$ cat src/rtl/spi_cmd_sequencer_pkg.sv
// Shared encodings for the SPI command sequencer: FSM states and register offsets on both
// the host-side and core-side settings buses.
package spi_cmd_sequencer_pkg;

  typedef enum logic [2:0] {
    StIdle     = 3'd0,
    StWrDiv    = 3'd1,
    StWrCfg    = 3'd2,
    StWrData   = 3'd3,
    StGuard    = 3'd4,
    StWaitDone = 3'd5,
    StRbHold   = 3'd6
  } state_e;

  localparam int unsigned HostDivOff    = 0;
  localparam int unsigned HostCfgOff    = 1;
  localparam int unsigned HostPushOff   = 2;
  localparam int unsigned HostOvfClrOff = 3;

  localparam int unsigned CoreDivOff  = 0;
  localparam int unsigned CoreCfgOff  = 1;
  localparam int unsigned CoreDataOff = 2;

  localparam int unsigned CmdWidth = 64;

  function automatic logic [7:0] reg_addr(input int unsigned base, input int unsigned off);
    return 8'(base + off);
  endfunction

endpackage

$ cat src/rtl/spi_cmd_sequencer_fifo.sv
// Synchronous FIFO holding queued {config, data} commands; the head is readable
// combinationally so a pop and the capture of its word happen in the same cycle.
module spi_cmd_sequencer_fifo #(
  parameter int unsigned Width     = 64,
  parameter int unsigned DepthLog2 = 4
) (
  input  logic                 clock,
  input  logic                 reset,
  input  logic                 push,
  input  logic [Width-1:0]     wr_data,
  input  logic                 pop,
  output logic [Width-1:0]     rd_data,
  output logic                 full,
  output logic                 empty,
  output logic [DepthLog2:0]   count
);

  localparam int unsigned Depth = 2 ** DepthLog2;

  logic [Width-1:0]     mem_q [Depth];
  logic [DepthLog2-1:0] wr_ptr_q, rd_ptr_q;
  logic [DepthLog2:0]   count_q;
  logic                 push_ok, pop_ok;

  // Occupancy never exceeds Depth, so the top bit alone marks full.
  assign full    = count_q[DepthLog2];
  assign empty   = (count_q == '0);
  assign push_ok = push && !full;
  assign pop_ok  = pop && !empty;
  assign rd_data = mem_q[rd_ptr_q];
  assign count   = count_q;

  always_ff @(posedge clock) begin
    if (reset) begin
      wr_ptr_q <= '0;
      rd_ptr_q <= '0;
      count_q  <= '0;
    end else begin
      if (push_ok) wr_ptr_q <= wr_ptr_q + 1'b1;
      if (pop_ok)  rd_ptr_q <= rd_ptr_q + 1'b1;
      if (push_ok && !pop_ok)      count_q <= count_q + 1'b1;
      else if (pop_ok && !push_ok) count_q <= count_q - 1'b1;
    end
  end

  always_ff @(posedge clock) begin
    if (push_ok) mem_q[wr_ptr_q] <= wr_data;
  end

endmodule

$ cat src/rtl/spi_cmd_sequencer.sv
// Queues host SPI transactions and replays each one to the SPI core's settings bus
// (divider, config, data), then returns the core's readback over a valid/ready port.
module spi_cmd_sequencer
  import spi_cmd_sequencer_pkg::*;
#(
  parameter int unsigned BASE       = 0,
  parameter int unsigned SPI_BASE   = 8,
  parameter int unsigned DEPTH_LOG2 = 4
) (
  input  logic                  clock,
  input  logic                  reset,
  input  logic                  set_stb,
  input  logic [7:0]            set_addr,
  input  logic [31:0]           set_data,
  output logic                  spi_set_stb,
  output logic [7:0]            spi_set_addr,
  output logic [31:0]           spi_set_data,
  input  logic                  spi_ready,
  input  logic [31:0]           spi_readback,
  output logic [31:0]           rb_data,
  output logic                  rb_valid,
  input  logic                  rb_ready,
  output logic [DEPTH_LOG2:0]   cmd_count,
  output logic                  overflow,
  output logic                  busy
);

  state_e                state_q, state_d;
  logic [15:0]           divider_q;
  logic [31:0]           cfg_hold_q;
  logic                  overflow_q;
  logic [CmdWidth-1:0]   cmd_q, cmd_d;
  logic                  guard_cnt_q, guard_cnt_d;
  logic [31:0]           rb_data_q, rb_data_d;
  logic                  rb_valid_q, rb_valid_d;
  logic                  stb_q, stb_d;
  logic [7:0]            addr_q, addr_d;
  logic [31:0]           data_q, data_d;

  logic                  wr_div, wr_cfg, wr_push, wr_clr;
  logic                  fifo_pop, fifo_full, fifo_empty;
  logic [CmdWidth-1:0]   fifo_head;

  assign wr_div  = set_stb && (set_addr == reg_addr(BASE, HostDivOff));
  assign wr_cfg  = set_stb && (set_addr == reg_addr(BASE, HostCfgOff));
  assign wr_push = set_stb && (set_addr == reg_addr(BASE, HostPushOff));
  assign wr_clr  = set_stb && (set_addr == reg_addr(BASE, HostOvfClrOff));

  spi_cmd_sequencer_fifo #(
    .Width     (CmdWidth),
    .DepthLog2 (DEPTH_LOG2)
  ) u_cmd_fifo (
    .clock   (clock),
    .reset   (reset),
    .push    (wr_push),
    .wr_data ({cfg_hold_q, set_data}),
    .pop     (fifo_pop),
    .rd_data (fifo_head),
    .full    (fifo_full),
    .empty   (fifo_empty),
    .count   (cmd_count)
  );

  always_ff @(posedge clock) begin
    if (reset) begin
      divider_q  <= '0;
      cfg_hold_q <= '0;
      overflow_q <= 1'b0;
    end else begin
      if (wr_div) divider_q  <= set_data[15:0];
      if (wr_cfg) cfg_hold_q <= set_data;
      if (wr_push && fifo_full) overflow_q <= 1'b1;
      else if (wr_clr)          overflow_q <= 1'b0;
    end
  end

  always_ff @(posedge clock) begin
    if (reset) begin
      state_q     <= StIdle;
      cmd_q       <= '0;
      guard_cnt_q <= 1'b0;
      rb_data_q   <= '0;
      rb_valid_q  <= 1'b0;
      stb_q       <= 1'b0;
      addr_q      <= '0;
      data_q      <= '0;
    end else begin
      state_q     <= state_d;
      cmd_q       <= cmd_d;
      guard_cnt_q <= guard_cnt_d;
      rb_data_q   <= rb_data_d;
      rb_valid_q  <= rb_valid_d;
      stb_q       <= stb_d;
      addr_q      <= addr_d;
      data_q      <= data_d;
    end
  end

  always_comb begin
    state_d     = state_q;
    fifo_pop    = 1'b0;
    cmd_d       = cmd_q;
    guard_cnt_d = 1'b0;
    rb_data_d   = rb_data_q;
    rb_valid_d  = rb_valid_q;
    unique case (state_q)
      StIdle: begin
        if (!fifo_empty) begin
          fifo_pop = 1'b1;
          cmd_d    = fifo_head;
          state_d  = StWrDiv;
        end
      end
      StWrDiv:  state_d = StWrCfg;
      StWrCfg:  state_d = StWrData;
      StWrData: state_d = StGuard;
      // Two dead cycles while the core's ready line catches up with the trigger.
      StGuard: begin
        guard_cnt_d = ~guard_cnt_q;
        if (guard_cnt_q) state_d = StWaitDone;
      end
      StWaitDone: begin
        if (spi_ready) begin
          rb_data_d  = spi_readback;
          rb_valid_d = 1'b1;
          state_d    = StRbHold;
        end
      end
      StRbHold: begin
        if (rb_valid_q && rb_ready) begin
          rb_valid_d = 1'b0;
          state_d    = StIdle;
        end
      end
      default: state_d = StIdle;
    endcase
  end

  // Core-bus outputs are decoded from the next state so they register alongside it.
  always_comb begin
    stb_d  = 1'b0;
    addr_d = '0;
    data_d = '0;
    unique case (state_d)
      StWrDiv: begin
        stb_d  = 1'b1;
        addr_d = reg_addr(SPI_BASE, CoreDivOff);
        data_d = {16'h0000, divider_q};
      end
      StWrCfg: begin
        stb_d  = 1'b1;
        addr_d = reg_addr(SPI_BASE, CoreCfgOff);
        data_d = cmd_q[63:32];
      end
      StWrData: begin
        stb_d  = 1'b1;
        addr_d = reg_addr(SPI_BASE, CoreDataOff);
        data_d = cmd_q[31:0];
      end
      default: ;
    endcase
  end

  assign spi_set_stb  = stb_q;
  assign spi_set_addr = addr_q;
  assign spi_set_data = data_q;
  assign rb_data      = rb_data_q;
  assign rb_valid     = rb_valid_q;
  assign overflow     = overflow_q;
  assign busy         = (state_q != StIdle) || !fifo_empty;

endmodule

$ cat config.mk
export PLATFORM = sky130hd
export DESIGN_NAME = spi_cmd_sequencer
export DESIGN_NICKNAME = d
export VERILOG_FILES = /design/src/rtl/spi_cmd_sequencer_pkg.sv /design/src/rtl/spi_cmd_sequencer_fifo.sv /design/src/rtl/spi_cmd_sequencer.sv
export SDC_FILE = /design/constraint.sdc
export NUM_CORES = 1
export LEC_CHECK = 0
export ABC_AREA = 1
export ABC_CLOCK_PERIOD_IN_PS = 5100
export BUFFER_PORTS_ARGS = -buffer_cell sky130_fd_sc_hd__buf_2
export CAP_MARGIN = 15
export CORE_MARGIN = 4
export CORE_UTILIZATION = 50
export CTS_CLUSTER_DIAMETER = 30
export DETAILED_ROUTE_END_ITERATION = 8
export PLACE_DENSITY = 0.66
export SETUP_SLACK_MARGIN = 0.3
export SLEW_MARGIN = 20
export SYNTH_ARGS = -nofsm -noshare
export SYNTH_HDL_FRONTEND = slang
export SYNTH_SLANG_ARGS = --single-unit
$ cat constraint.sdc
create_clock -name clock -period 5.1 [get_ports clock]
set_input_delay 0.255 -clock clock [delete_from_list [all_inputs] [get_ports clock]]
set_output_delay 0.255 -clock clock [all_outputs]
set_load 0.05 [all_outputs]
==> metrics.txt <==
cell internal power dissipation=22,020 uW; final critical-path required period=about 2.9 ns; most frequent standard cell in the layout excluding fill and tap cells=sky130_fd_sc_hd__nand2_1; Finish-stage setup viols=0; clock slew seen by the registers of the worst setup and hold paths=around 0.060 ns; Die Y=326.3 um; number of remaining DRC errors=0; CP delay by family, top=buffers and inverters; required time at the worst-slack endpoint=around 5.8 ns; fin. max-slew vios=0; post-route design area=a little over 0.06 mm2; number of buffer and inverter stages on the critical path=3; standard cell area after detailed placement=about 0.053 mm2; smallest setup slack after layout=2.175 ns; final wirelength=~140,000 um; overall fraction of global-route tracks in use=about 26%; number of clock sinks seen by CTS=around 1,200; average wire per standard cell=20.39 um; Synth area leader=sky130_fd_sc_hd__edfxtp_1; number of clock buffers inserted by TritonCTS=208; Unique masters post-synth=32; maximum number of pins on one net before global-route repair=222; Max Fclk=0.3419 GHz; cell row count=116; drt first pass iters=5; kind of critical path=reg -> reg; max-cap violations=0; die area=0.1065 mm2; worst slew slack as a fraction of its limit=27.17%; final cycle utilization of the critical path=57.34%; vias post-DR=36,380; initial antenna violation count=3; launching element type of the critical path=flip-flop; relative contribution of combinational cells to total power=20.1%; H-tree level count=4; sequential share of the synthesized area=68.51%; part of the total power dissipated in sequential elements=35.5%; IO Count=158; chain of cells forming the critical path=inv_16, buf_12, nand2_1, nand2_1, nand2_1, nand3_1, nand3_1, nand3_1, nand2_1, inv_1; maximum ir drop on the vdd rail=0.5221 mV; leak pwr=0.02512 uW; Post-Syn Area per Cell=10.08 um2; Place WS=between 1.5 and 2 ns; min-delay worst type=in -> reg; top cells by area, synth=sky130_fd_sc_hd__edfxtp_1, sky130_fd_sc_hd__nand2_1, sky130_fd_sc_hd__dfxtp_1; number of synthesis warnings=0; Syn Std Cell Area=0.05067 mm2; Worst Path Arrival=3.58 ns; dominant cell type by count on the critical path=sky130_fd_sc_hd__nand2_1; clock skew after layout=0.03319 ns; result of the run=finished, final reports clean; cell at the root of the clock tree=sky130_fd_sc_hd__clkbuf_16; wire length of the first global-routing pass=209,400 um; RSZ-0062 raised after global routing=false; transition time at the pin with the least slew margin=1.092 ns; initial core utilization=between 50% and 60%; via count of the first global-routing pass=approximately 35,000; Final Hold Viols=0; largest driver fanout on the critical path=221; clock latency on the worst-skew pair=~0.78 ns; count of port buffers added during placement=~150; count of mapped cells out of synthesis=a little over 5,000; fraction of power spent switching nets=around 31%; flop and latch count out of synthesis=roughly 1,200; via density per instance=5.372; final weighted congestion in routability-driven placement=0.7873; Pwr Density=528.0 mW/mm2; Total Nets Final=5,315; remaining antenna violation count after routing=0; slowest library cell on the worst path=sky130_fd_sc_hd__dfxtp_4; CTS tree=done; horizontal die dimension=326.3 um; area added between synthesis and finish=19.48%; placeable core area=0.1003 mm2; hpwl dp=69,430 um; Post-Place Cells=about 6,300; most frequent cells in the layout=sky130_fd_sc_hd__nand2_1, sky130_fd_sc_hd__edfxtp_1, sky130_fd_sc_hd__nand3_1; fraction of final layout cells with drive strength greater than 1=11.01%; part of the power in the clock network=44.4%; Clock Path Buffers=3; net switching power of the design=9944 uW; global route overflow=0; top-area cell type share of the netlist area=between 60% and 70%; summed negative setup slack over all endpoints=0 ns; largest incremental delay on the critical path=0.83 ns; First DRT Iteration DRCs=4,286; Worst setup EP type=flip-flop; number of standard cells in the layout, taps in and fillers out=about 6,800
-- cells by family after synthesis --
group                    share of synthesized area (%)
flip-flops                                       68.51
XOR/XNOR                                        0.1383
AND/OR/NAND/NOR                                  22.35
other                                         0.007400
buffers and inverters                            7.173
adder cells (fa/ha/maj)                         0.2617
AO/OA/AOI/OAI                                    1.568
-- state kept, by name, summed over array words and instances, names as in the netlist --
name and cells:
u_cmd_fifo.wr_ptr_q 4, overflow 1, rb_valid 1, cfg_hold_q 32, guard_cnt_q 1, spi_set_addr 2, cmd_q 64, u_cmd_fifo.count 5
u_cmd_fifo.mem_q 1024, state_q 3, rb_data 32, spi_set_data 32, spi_set_stb 1, divider_q 16, u_cmd_fifo.rd_ptr_q 4
-- final timing paths --
check	cells past startpoint	end	from	slack (ns)
setup / recovery	10	cmd_q[25]	u_cmd_fifo.rd_ptr_q[0]	2.18
hold / removal	3	rb_data[26]	spi_ready	0.09
setup reg to reg	10	cmd_q[25]	u_cmd_fifo.rd_ptr_q[0]	2.18
hold reg to reg	1	guard_cnt_q	guard_cnt_q	0.43
-- repair_timing --
action | 4_1_cts | 5_1_grt
setup buffers | 0 | 0
hold buffers | 69 | 0
gates resized for setup | 0 | 0
hold endpoints to repair | 616 | 0
-- metrics by stage --
step / hold WS (ns) / util, % / total power, uW
global placement: 0.4096 / 52.43 / 17750
global route: 0.08181 / 60.36 / 33350
CTS: 0.03497 / 60.36 / 32060
detailed placement: 0.4204 / 52.43 / 17850
finish: 0.09325 / 60.37 / 31970
floorplan: 0.3539 / - / 16130
-- per-layer routing --
layer	track usage, %	vias to the layer above	wire [um]
met1	35.65	17480	56910
li1	-	16880	-
met4	9.412	0	4249
met3	4.915	298	13080
met5	0	-	0
met2	40.49	1725	63860
-- layout make-up --
type | count | area, um2
antenna | 3 | 7.507
clock buffer | 237 | 5459
clock inverter | 157 | 1799
fill | 7893 | 39750
inverter | 603 | 2300
multi-input combinational | 2920 | 12480
sequential | 1222 | 34730
tap | 1357 | 1698
timing repair buffer | 273 | 2068
-- power groups by stage --
stage | sequential (uW) | clock (uW) | combinational [uW]
6_report | 11400 | 14200 | 6430
5_1_grt | 11400 | 14800 | 7150
4_1_cts | 11300 | 14300 | 6420
3_5_place_dp | 11500 | 0 | 6310
3_3_place_gp | 11500 | 0 | 6220
2_1_floorplan | 11600 | 0 | 4570
-- cells in the mapped netlist (all sizes together) --
| library cell | count |
|---|---|
| o211ai | 1 |
| o22ai | 1 |
| edfxtp | 1024 |
| nand2 | 1778 |
| xnor2 | 1 |
| dfxtp | 198 |
| nand4 | 1 |
| nor3 | 5 |
| xor2 | 7 |
| nand3b | 1 |
| a31oi | 16 |
| o21ai | 24 |
| nand3 | 781 |
| fa | 1 |
| ha | 9 |
| inv | 603 |
| conb | 1 |
| buf | 193 |
| nor2 | 177 |
| a21oi | 112 |
| clkbuf | 93 |
-- worst min-delay path: stages --
cell and delay (ns):
sky130_fd_sc_hd__buf_2 0.31, sky130_fd_sc_hd__nand3_1 0.18, sky130_fd_sc_hd__a21oi_1 0.06
Power figures use the tool's default switching activity.
